[src/rtl/id_stage.sv]
// id_stage: instruction decode stage of a 5-stage MIPS-style pipeline.
//
// Decodes the fetched instruction into an 11-bit control word. It extracts
// the register indices and the sign-extended immediate, and reads operands
// from a 32-entry register file that has a write-through bypass for the
// writeback port. All results go into the ID/EX pipeline registers.
// A load-use hazard (stall) or a taken-branch mismatch in EX (redirect)
// makes the next edge load a bubble, which is control=0 and illegal=0.
//
// Ports:
//   clk, rst                     clock, synchronous active-high reset
//   Instruction, PC4             fetched word and its PC+4
//   controlEX, writeRegEX        control word / destination of the EX instr
//   ALUresult, PC4EX             EX branch target and EX PC+4
//   regWriteWB, writeRegWB,
//   writeDataWB                  register-file write port
//   control, rs, rt, writeReg,
//   readData1, readData2,
//   signExtImm, PC4ID, illegal   registered ID/EX outputs
//   stall                        combinational load-use hazard flag
module id_stage #(
    parameter int SIZE = 32
) (
    input  logic                     clk,
    input  logic                     rst,
    input  logic [31:0]              Instruction,
    input  logic [SIZE-1:0]          PC4,
    input  logic [10:0]              controlEX,
    input  logic [$clog2(SIZE)-1:0]  writeRegEX,
    input  logic [SIZE-1:0]          ALUresult,
    input  logic [SIZE-1:0]          PC4EX,
    input  logic                     regWriteWB,
    input  logic [$clog2(SIZE)-1:0]  writeRegWB,
    input  logic [SIZE-1:0]          writeDataWB,
    output logic [10:0]              control,
    output logic [$clog2(SIZE)-1:0]  rs,
    output logic [$clog2(SIZE)-1:0]  rt,
    output logic [$clog2(SIZE)-1:0]  writeReg,
    output logic [SIZE-1:0]          readData1,
    output logic [SIZE-1:0]          readData2,
    output logic [SIZE-1:0]          signExtImm,
    output logic [SIZE-1:0]          PC4ID,
    output logic                     stall,
    output logic                     illegal
);

    localparam int AW = $clog2(SIZE);

    typedef enum logic [5:0] {
        OP_RTYPE = 6'b000000,
        OP_LW    = 6'b100011,
        OP_SW    = 6'b101011,
        OP_BEQ   = 6'b000100,
        OP_ADDI  = 6'b001000,
        OP_J     = 6'b000010
    } opcode_e;

    typedef struct packed {
        logic       jump;
        logic       branch;
        logic       mem_write;
        logic       mem_to_reg;
        logic       mem_read;
        logic       reg_write;
        logic       alu_src;
        logic       reg_dst;
        logic [2:0] alu_op;
    } ctrl_t;

    ctrl_t           dec;
    logic            dec_illegal;
    logic [AW-1:0]   rs_idx;
    logic [AW-1:0]   rt_idx;
    logic [AW-1:0]   rd_idx;
    logic [AW-1:0]   dest_idx;
    logic [SIZE-1:0] imm_ext;
    logic [SIZE-1:0] rd_data1;
    logic [SIZE-1:0] rd_data2;
    logic            redirect;
    logic            bubble;

    logic [SIZE-1:0] regs [SIZE];

    assign rs_idx  = Instruction[25:21];
    assign rt_idx  = Instruction[20:16];
    assign rd_idx  = Instruction[15:11];
    assign imm_ext = {{(SIZE-16){Instruction[15]}}, Instruction[15:0]};

    // Opcode decode
    always_comb begin
        dec         = '0;
        dec_illegal = 1'b0;
        case (Instruction[31:26])
            OP_RTYPE: begin
                dec.reg_write = 1'b1;
                dec.reg_dst   = 1'b1;
                dec.alu_op    = 3'b010;
            end
            OP_LW: begin
                dec.mem_read   = 1'b1;
                dec.mem_to_reg = 1'b1;
                dec.reg_write  = 1'b1;
                dec.alu_src    = 1'b1;
            end
            OP_SW: begin
                dec.mem_write = 1'b1;
                dec.alu_src   = 1'b1;
            end
            OP_BEQ: begin
                dec.branch = 1'b1;
                dec.alu_op = 3'b001;
            end
            OP_ADDI: begin
                dec.reg_write = 1'b1;
                dec.alu_src   = 1'b1;
            end
            OP_J: begin
                dec.jump = 1'b1;
            end
            default: begin
                dec_illegal = 1'b1;
            end
        endcase
    end

    assign dest_idx = dec.reg_dst ? rd_idx : rt_idx;

    // Register-file reads. Index 0 is hard-wired to zero. A same-cycle
    // writeback to the index being read is forwarded.
    always_comb begin
        if (rs_idx == '0)
            rd_data1 = '0;
        else if (regWriteWB && (writeRegWB == rs_idx))
            rd_data1 = writeDataWB;
        else
            rd_data1 = regs[rs_idx];

        if (rt_idx == '0)
            rd_data2 = '0;
        else if (regWriteWB && (writeRegWB == rt_idx))
            rd_data2 = writeDataWB;
        else
            rd_data2 = regs[rt_idx];
    end

    // A load in EX feeding a source register of a non-memory instruction.
    // writeRegEX == 0 deliberately still counts as a hazard.
    assign stall = controlEX[6] & ~dec.mem_read & ~dec.mem_write &
                   ((writeRegEX == rs_idx) | (writeRegEX == rt_idx));

    assign redirect = controlEX[9] & (ALUresult != PC4EX);
    assign bubble   = stall | redirect;

    // Register file. Reset wins over a writeback in the same edge.
    always_ff @(posedge clk) begin
        if (rst) begin
            for (int unsigned i = 0; i < SIZE; i++)
                regs[i[AW-1:0]] <= '0;
        end else if (regWriteWB && (writeRegWB != '0)) begin
            regs[writeRegWB] <= writeDataWB;
        end
    end

    // ID/EX pipeline registers
    always_ff @(posedge clk) begin
        if (rst) begin
            control    <= '0;
            illegal    <= 1'b0;
            rs         <= '0;
            rt         <= '0;
            writeReg   <= '0;
            readData1  <= '0;
            readData2  <= '0;
            signExtImm <= '0;
            PC4ID      <= '0;
        end else begin
            control    <= bubble ? '0 : dec;
            illegal    <= ~bubble & dec_illegal;
            rs         <= rs_idx;
            rt         <= rt_idx;
            writeReg   <= dest_idx;
            readData1  <= rd_data1;
            readData2  <= rd_data2;
            signExtImm <= imm_ext;
            PC4ID      <= PC4;
        end
    end

endmodule
[config.mk]
export PLATFORM = sky130hd
export DESIGN_NAME = id_stage
export DESIGN_NICKNAME = d
export VERILOG_FILES = /design/src/rtl/id_stage.sv
export SDC_FILE = /design/constraint.sdc
export NUM_CORES = 2
export LEC_CHECK = 0
export CELL_PAD_IN_SITES_DETAIL_PLACEMENT = 1
export CELL_PAD_IN_SITES_GLOBAL_PLACEMENT = 1
export CORE_ASPECT_RATIO = 1.2
export CORE_MARGIN = 3
export CORE_UTILIZATION = 35
export CTS_CLUSTER_DIAMETER = 150
export DETAILED_ROUTE_END_ITERATION = 7
export GPL_ROUTABILITY_DRIVEN = 0
export PLACE_DENSITY_LB_ADDON = 0.1
export SYNTH_ARGS = -nofsm -noshare
export SYNTH_HDL_FRONTEND = slang
export SYNTH_SLANG_ARGS = --single-unit
[constraint.sdc]
create_clock -name clk -period 3.4 [get_ports clk]
set_input_delay 0.68 -clock clk [delete_from_list [all_inputs] [get_ports clk]]
set_output_delay 0.68 -clock clk [all_outputs]
set_load 0.005 [all_outputs]
# Word level (Yosys, flattened, before mapping)

Memories as Yosys holds them, arrays and structs flattened. A register that Yosys moved wholly into a read port is not among the register bits.
Index checks and enable logic that the tools add are counted.

Memories kept: 1
Register bits: 75
RAM bits: 1024
Output and inout bits: 156
Word-level logic and storage cells: 56

Reductions and logical operators: 12
Bitwise logic cells: 10
Multiplexer cells: 18
Equality and inequality tests: 8

Memory list:

| memory | depth | width | read ports | clocked after memory_dff | write ports | line | source |
|---|---|---|---|---|---|---|---|
| regs   | 32    | 32    | 2          | 2                        | 32          | 82   | `logic [SIZE-1:0] regs [SIZE];` |

Operators by type and width:

| cell                                                | count |
|---|---|
| two-way mux 32 bit                                  | 1 |
| != test 32 bit                                      | 1 |
| OR reduction 32 bit                                 | 1 |
| two-way mux 1 bit                                   | 13 |
| equality test 6 bit, second input constant          | 2 |
| equality test 5 bit                                 | 2 |
| logical NOT 5 bit                                   | 2 |
| two-way mux 5 bit                                   | 2 |
| equality test 6 x 2 -> 1 bit, second input constant | 1 |
| equality test 6 x 3 -> 1 bit, second input constant | 1 |
| equality test 6 x 4 -> 1 bit, second input constant | 1 |
| logical NOT 6 bit                                   | 1 |
| OR reduction 2 bit                                  | 3 |
| OR reduction 3 bit                                  | 2 |
| OR reduction 6 bit                                  | 1 |
| bitwise AND 1 bit                                   | 5 |
| nonzero test 5 bit                                  | 1 |
| case mux 2 bit (2 select lines)                     | 1 |
| NOT 1 bit                                           | 3 |
| two-way mux 2 bit                                   | 1 |
| bitwise OR 1 bit                                    | 2 |
| logical AND 1 bit                                   | 1 |

# Logic depth before layout (Yosys ltp)

Depth after elaboration: 9
Gate-level depth with buffers: 11
Depth with buffers taken out: 5

# Worst setup path before layout

OpenSTA, ideal clock, no wires.

Path type: in2reg
Start point: input port Instruction[22]
End point: register readData1[1], read port of regs
Setup time: 0.117 ns
Stages on the path: 9
Setup slack: 0.656 ns
Arrival: 2.627 ns
Path through: buf_2 -> buf_2 -> buf_2 -> buf_1 -> mux4_2 -> mux2_2 -> a32oi_1 -> nand2_1 -> a32o_1

Word-level cells in the longest chain between the ends: 2

RTL lines:

| element                      | line | source |
|---|---|---|
| start: declaration           | 26   | `input logic [31:0] Instruction,` |
| logical NOT 5 bit            | 131  | `if (rs_idx == '0)` |
| OR reduction 2 bit (no line) | --   |  |
| end: declaration             | 39   | `output logic [SIZE-1:0] readData1,` |

Several ways; a longest one is shown, not always the timed one.
A chain may end at the register's enable or synchronous reset.

# Final worst setup path

Start point: input port Instruction[26]
End point: output port stall

Word-level cells in the longest chain between the ends: 6

RTL lines:

| element                             | line | source |
|---|---|---|
| equality test 6 bit                 | 93   | `case (Instruction[31:26])` |
| two-way mux 2 bit                   | 93   |  |
| NOT 1 bit                           | 148  | `assign stall = controlEX[6] & ~dec.mem_read & ~dec.mem_write &` |
| bitwise AND 1 bit                   | 148  |  |
| bitwise AND 1 bit (*) (2 in series) | 148  |  |
| end: declaration                    | 43   | `output logic stall,` |

Mark *: on every way between the ends. The rest lies on a longest branch, timed or not.

==> flow_summary.yaml <==
min_path:
  hp_class: "in2reg"
worst_setup_path:
  timing.critical_path.required_ns: 2.72
  worst_ep_arrival_time_ns: 2.38
  worst_path_most_repeated_cell: "sky130_fd_sc_hd__clkdlybuf4s50_1"
  path_class: "in2out"
  worst_path_cell_trace: "clkdlybuf4s50_1 > nand3_1 > or3_1 > nand2_1 > nor2_1 > clkdlybuf4s50_1"
  timing.critical_path.fanout_max: 4
  cp_slowest_cell: "sky130_fd_sc_hd__clkdlybuf4s50_1"
  cp-end-kind: "output port"
  crit_path_start_kind: "primary input"
  critical_path_buf_inv_count: 2
  timing.critical_path.max_delay_family: "buffers and inverters"
  timing.critical_path.slowest_cell_delay_ns: 0.53
logic_synthesis:
  synth_cells: 3999
  synth_warnings: 0
  avgSynthCellArea_um2: 14.7
  yosys_most_used_dff: "sky130_fd_sc_hd__edfxtp_1"
  synth-edff-count: 1024
  synth.cell_area_um2: 58700
  yosysSeqAreaShare_pct: 57.0
  post_synthesis_sequential_element_count: 1160
  synth_cell_type_count: 53
  synth-async-reset-ratio_pct: 0
layout:
  final_common_cell: "sky130_fd_sc_hd__edfxtp_1"
  final_cell_mix: "sky130_fd_sc_hd__edfxtp_1, sky130_fd_sc_hd__and2_1, sky130_fd_sc_hd__mux4_2, sky130_fd_sc_hd__clkdlybuf4s50_1, sky130_fd_sc_hd__buf_4"
  final_net_count: 4531
  final_layout_size_suffix_gt1_share_pct: 23.8
  layout.cell_area.non_filler_um2: 70400
  layout-area-overhead-vs-synth_pct: 20.0
  postLayoutCoreUtil_pct: 42.3
grt:
  grt_antenna_before_repair: 8
  global_route.usage.total_pct: 24.7
  first_pass_grt_wire_length_um: 303000
  pin_count_of_the_biggest_net_entering_global_routing: 88
  number_of_global_route_vias_before_repair: 39158
  gr-total-overflow: 0
run_status:
  run_status: "finished clean"
floorplan:
  dieArea_um2: 173000
  fp-row-count: 164
  design.portCount: 340
  die_width_um: 380
  placeableCoreArea_um2: 167000
  die_h_um: 455
  start_util_pct: 35.2
place:
  hpwl_reported_at_the_end_of_detailed_placement_um: 145000
  dpl-instance-area_um2: 66200
  place_ws_ns: 0.231
  placement.io_buffers: 329
detailed_routing:
  drtIter0Drc: 2741
  routed_wl_um: 215000
  post_dr_wirelength_cell_um: 32.0
  vias_per_cell: 5.49
  antenna_left: 0
  drc: 0
  first_pass_iters: 5
  routed-via-count: 36772
timing:
  post-route-min-period_ns: 3.06
  slew_headroom_pct: 40.5
  timing_hold_violations_final: 0
  share_of_the_cycle_needed_by_the_critical_path_after_routing_pct: 90.1
  slew_violations: 0
  setup_skew_ns: 0.0183
  rsz0062_at_grt: "false"
  setup_viol: 0
  max_slew.worst_pin.slew_ns: 0.892
  worst_slack_ns: 0.336
  fmax_mhz: 326
  setup_total_negative_slack_ns: 0
clocking:
  clk_root_buffer_cell: "sky130_fd_sc_hd__clkbuf_16"
  cts_tree: "done"
  htree_levels: 4
  post_cts.resized_instances: 0
  cts_buffers: 138
  cts.sinks: 1160
  cts_post_setup_buffers_inserted: 0
  cts_hold_repair.buffers: 0
  clockBufferDepth: 3
  clk-insertion-delay-late_ns: 0.78
  clkSlewWorstSetupHoldPaths_ns: 0.06
pwr:
  p_per_area_nw_per_um2: 504
  power.ir.vdd_worst_uv: 439
  power.leakage_nw: 24.5
run:
  cap_viol_max_count: 0
[per-layer routing]
layer	GRT usage, %	wire length [um]
met1	29.7	84600
met2	44.3	111000
met3	3.26	9050
met4	10.7	10100
met5	0	27
[logic make-up (layout without fill, tap and decap cells)]
| logic type | count (synthesis) | after routing | share of synthesized area [%] |
|---|---|---|---|
| AOI/OAI and AO/OA | 326 | 326 | 4.19 |
| xor gates and xnor gates | 52 | 52 | 0.776 |
| adders and majority gates | 1 | 1 | 0.0170 |
| buffers and inverters | 433 | 857 | 3.19 |
| DFF | 1160 | 1160 | 57.0 |
| muxes | 678 | 678 | 21.2 |
| other | 1 | 40 | 0.00639 |
| and+or+nand+nor | 1348 | 1348 | 13.6 |
[through the flow]
step / total power, W / cells / hold WS, ns
4_1_cts: 0.0360 / 6696 / 0.228
2_1_floorplan: 0.0192 / 4031 / 0.683
3_3_place_gp: 0.0216 / 6448 / 0.827
6_report: 0.0355 / 6703 / 0.293
3_5_place_dp: 0.0217 / 6448 / 0.835
5_1_grt: 0.0367 / 6697 / 0.260
[power by group]
part | switching, W | internal, W
clock | 0.00604 | 0.00820
combinational | 0.00243 | 0.00207
sequential | 0.000468 | 0.0163
[synth_stat cells, drive strengths merged, types with 24 or more instances]
| master | number | share of area [%] |
|---|---|---|
| a21oi | 25 | 0.21 |
| a221oi | 31 | 0.46 |
| a22oi | 103 | 1.3 |
| a32o | 32 | 0.55 |
| a32oi | 24 | 0.36 |
| and2 | 994 | 11 |
| buf | 120 | 1.2 |
| clkbuf | 312 | 2.0 |
| dfxtp | 136 | 4.6 |
| edfxtp | 1024 | 52 |
| mux2 | 56 | 1.1 |
| mux2i | 174 | 3.0 |
| mux4 | 448 | 17 |
| nand2 | 92 | 0.59 |
| nor2 | 82 | 0.52 |
| nor2b | 62 | 0.66 |
| o21ai | 63 | 0.54 |
| o32a | 32 | 0.55 |
| or2 | 63 | 0.67 |
| xnor2 | 40 | 0.60 |
[sequential cells by signal (all words and copies together), names as in the netlist]
| name | count |
|---|---|
| regs | 1024 |
| PC4ID | 32 |
| readData1 | 32 |
| readData2 | 32 |
| signExtImm | 16 |
| control | 8 |
| rs | 5 |
| rt | 5 |
| writeReg | 5 |
| illegal | 1 |
[path summary, 6_finish.rpt]
path	slack [ns]	startpoint	endpoint	cells past startpoint
max	0.34	Instruction[26]	stall	6
max reg2reg	1.24	regs[20][5]	readData1[5]	4
min reg2reg	0.85	regs[30][24]	readData2[24]	4
min	0.29	rst	rt[3]	2
[worst register-to-register path, cell delays in order, from the launching register on]
cell and delay [ns]:
sky130_fd_sc_hd__edfxtp_1 0.39, sky130_fd_sc_hd__mux4_2 0.53, sky130_fd_sc_hd__mux4_2 0.63, sky130_fd_sc_hd__or2_1 0.25, sky130_fd_sc_hd__a32o_1 0.24
[area by class of cell]
class	instances	area (um2)
Clock buffer	196	3910
Timing Repair Buffer	608	6110
Tap cell	2241	2800
Inverter	1	3.75
Antenna cell	7	17.5
Clock inverter	52	340
Multi-Input combinational cell	2438	23800
Sequential cell	1160	33500
Fill cell	16685	96200
Power figures use the tool's default switching activity.
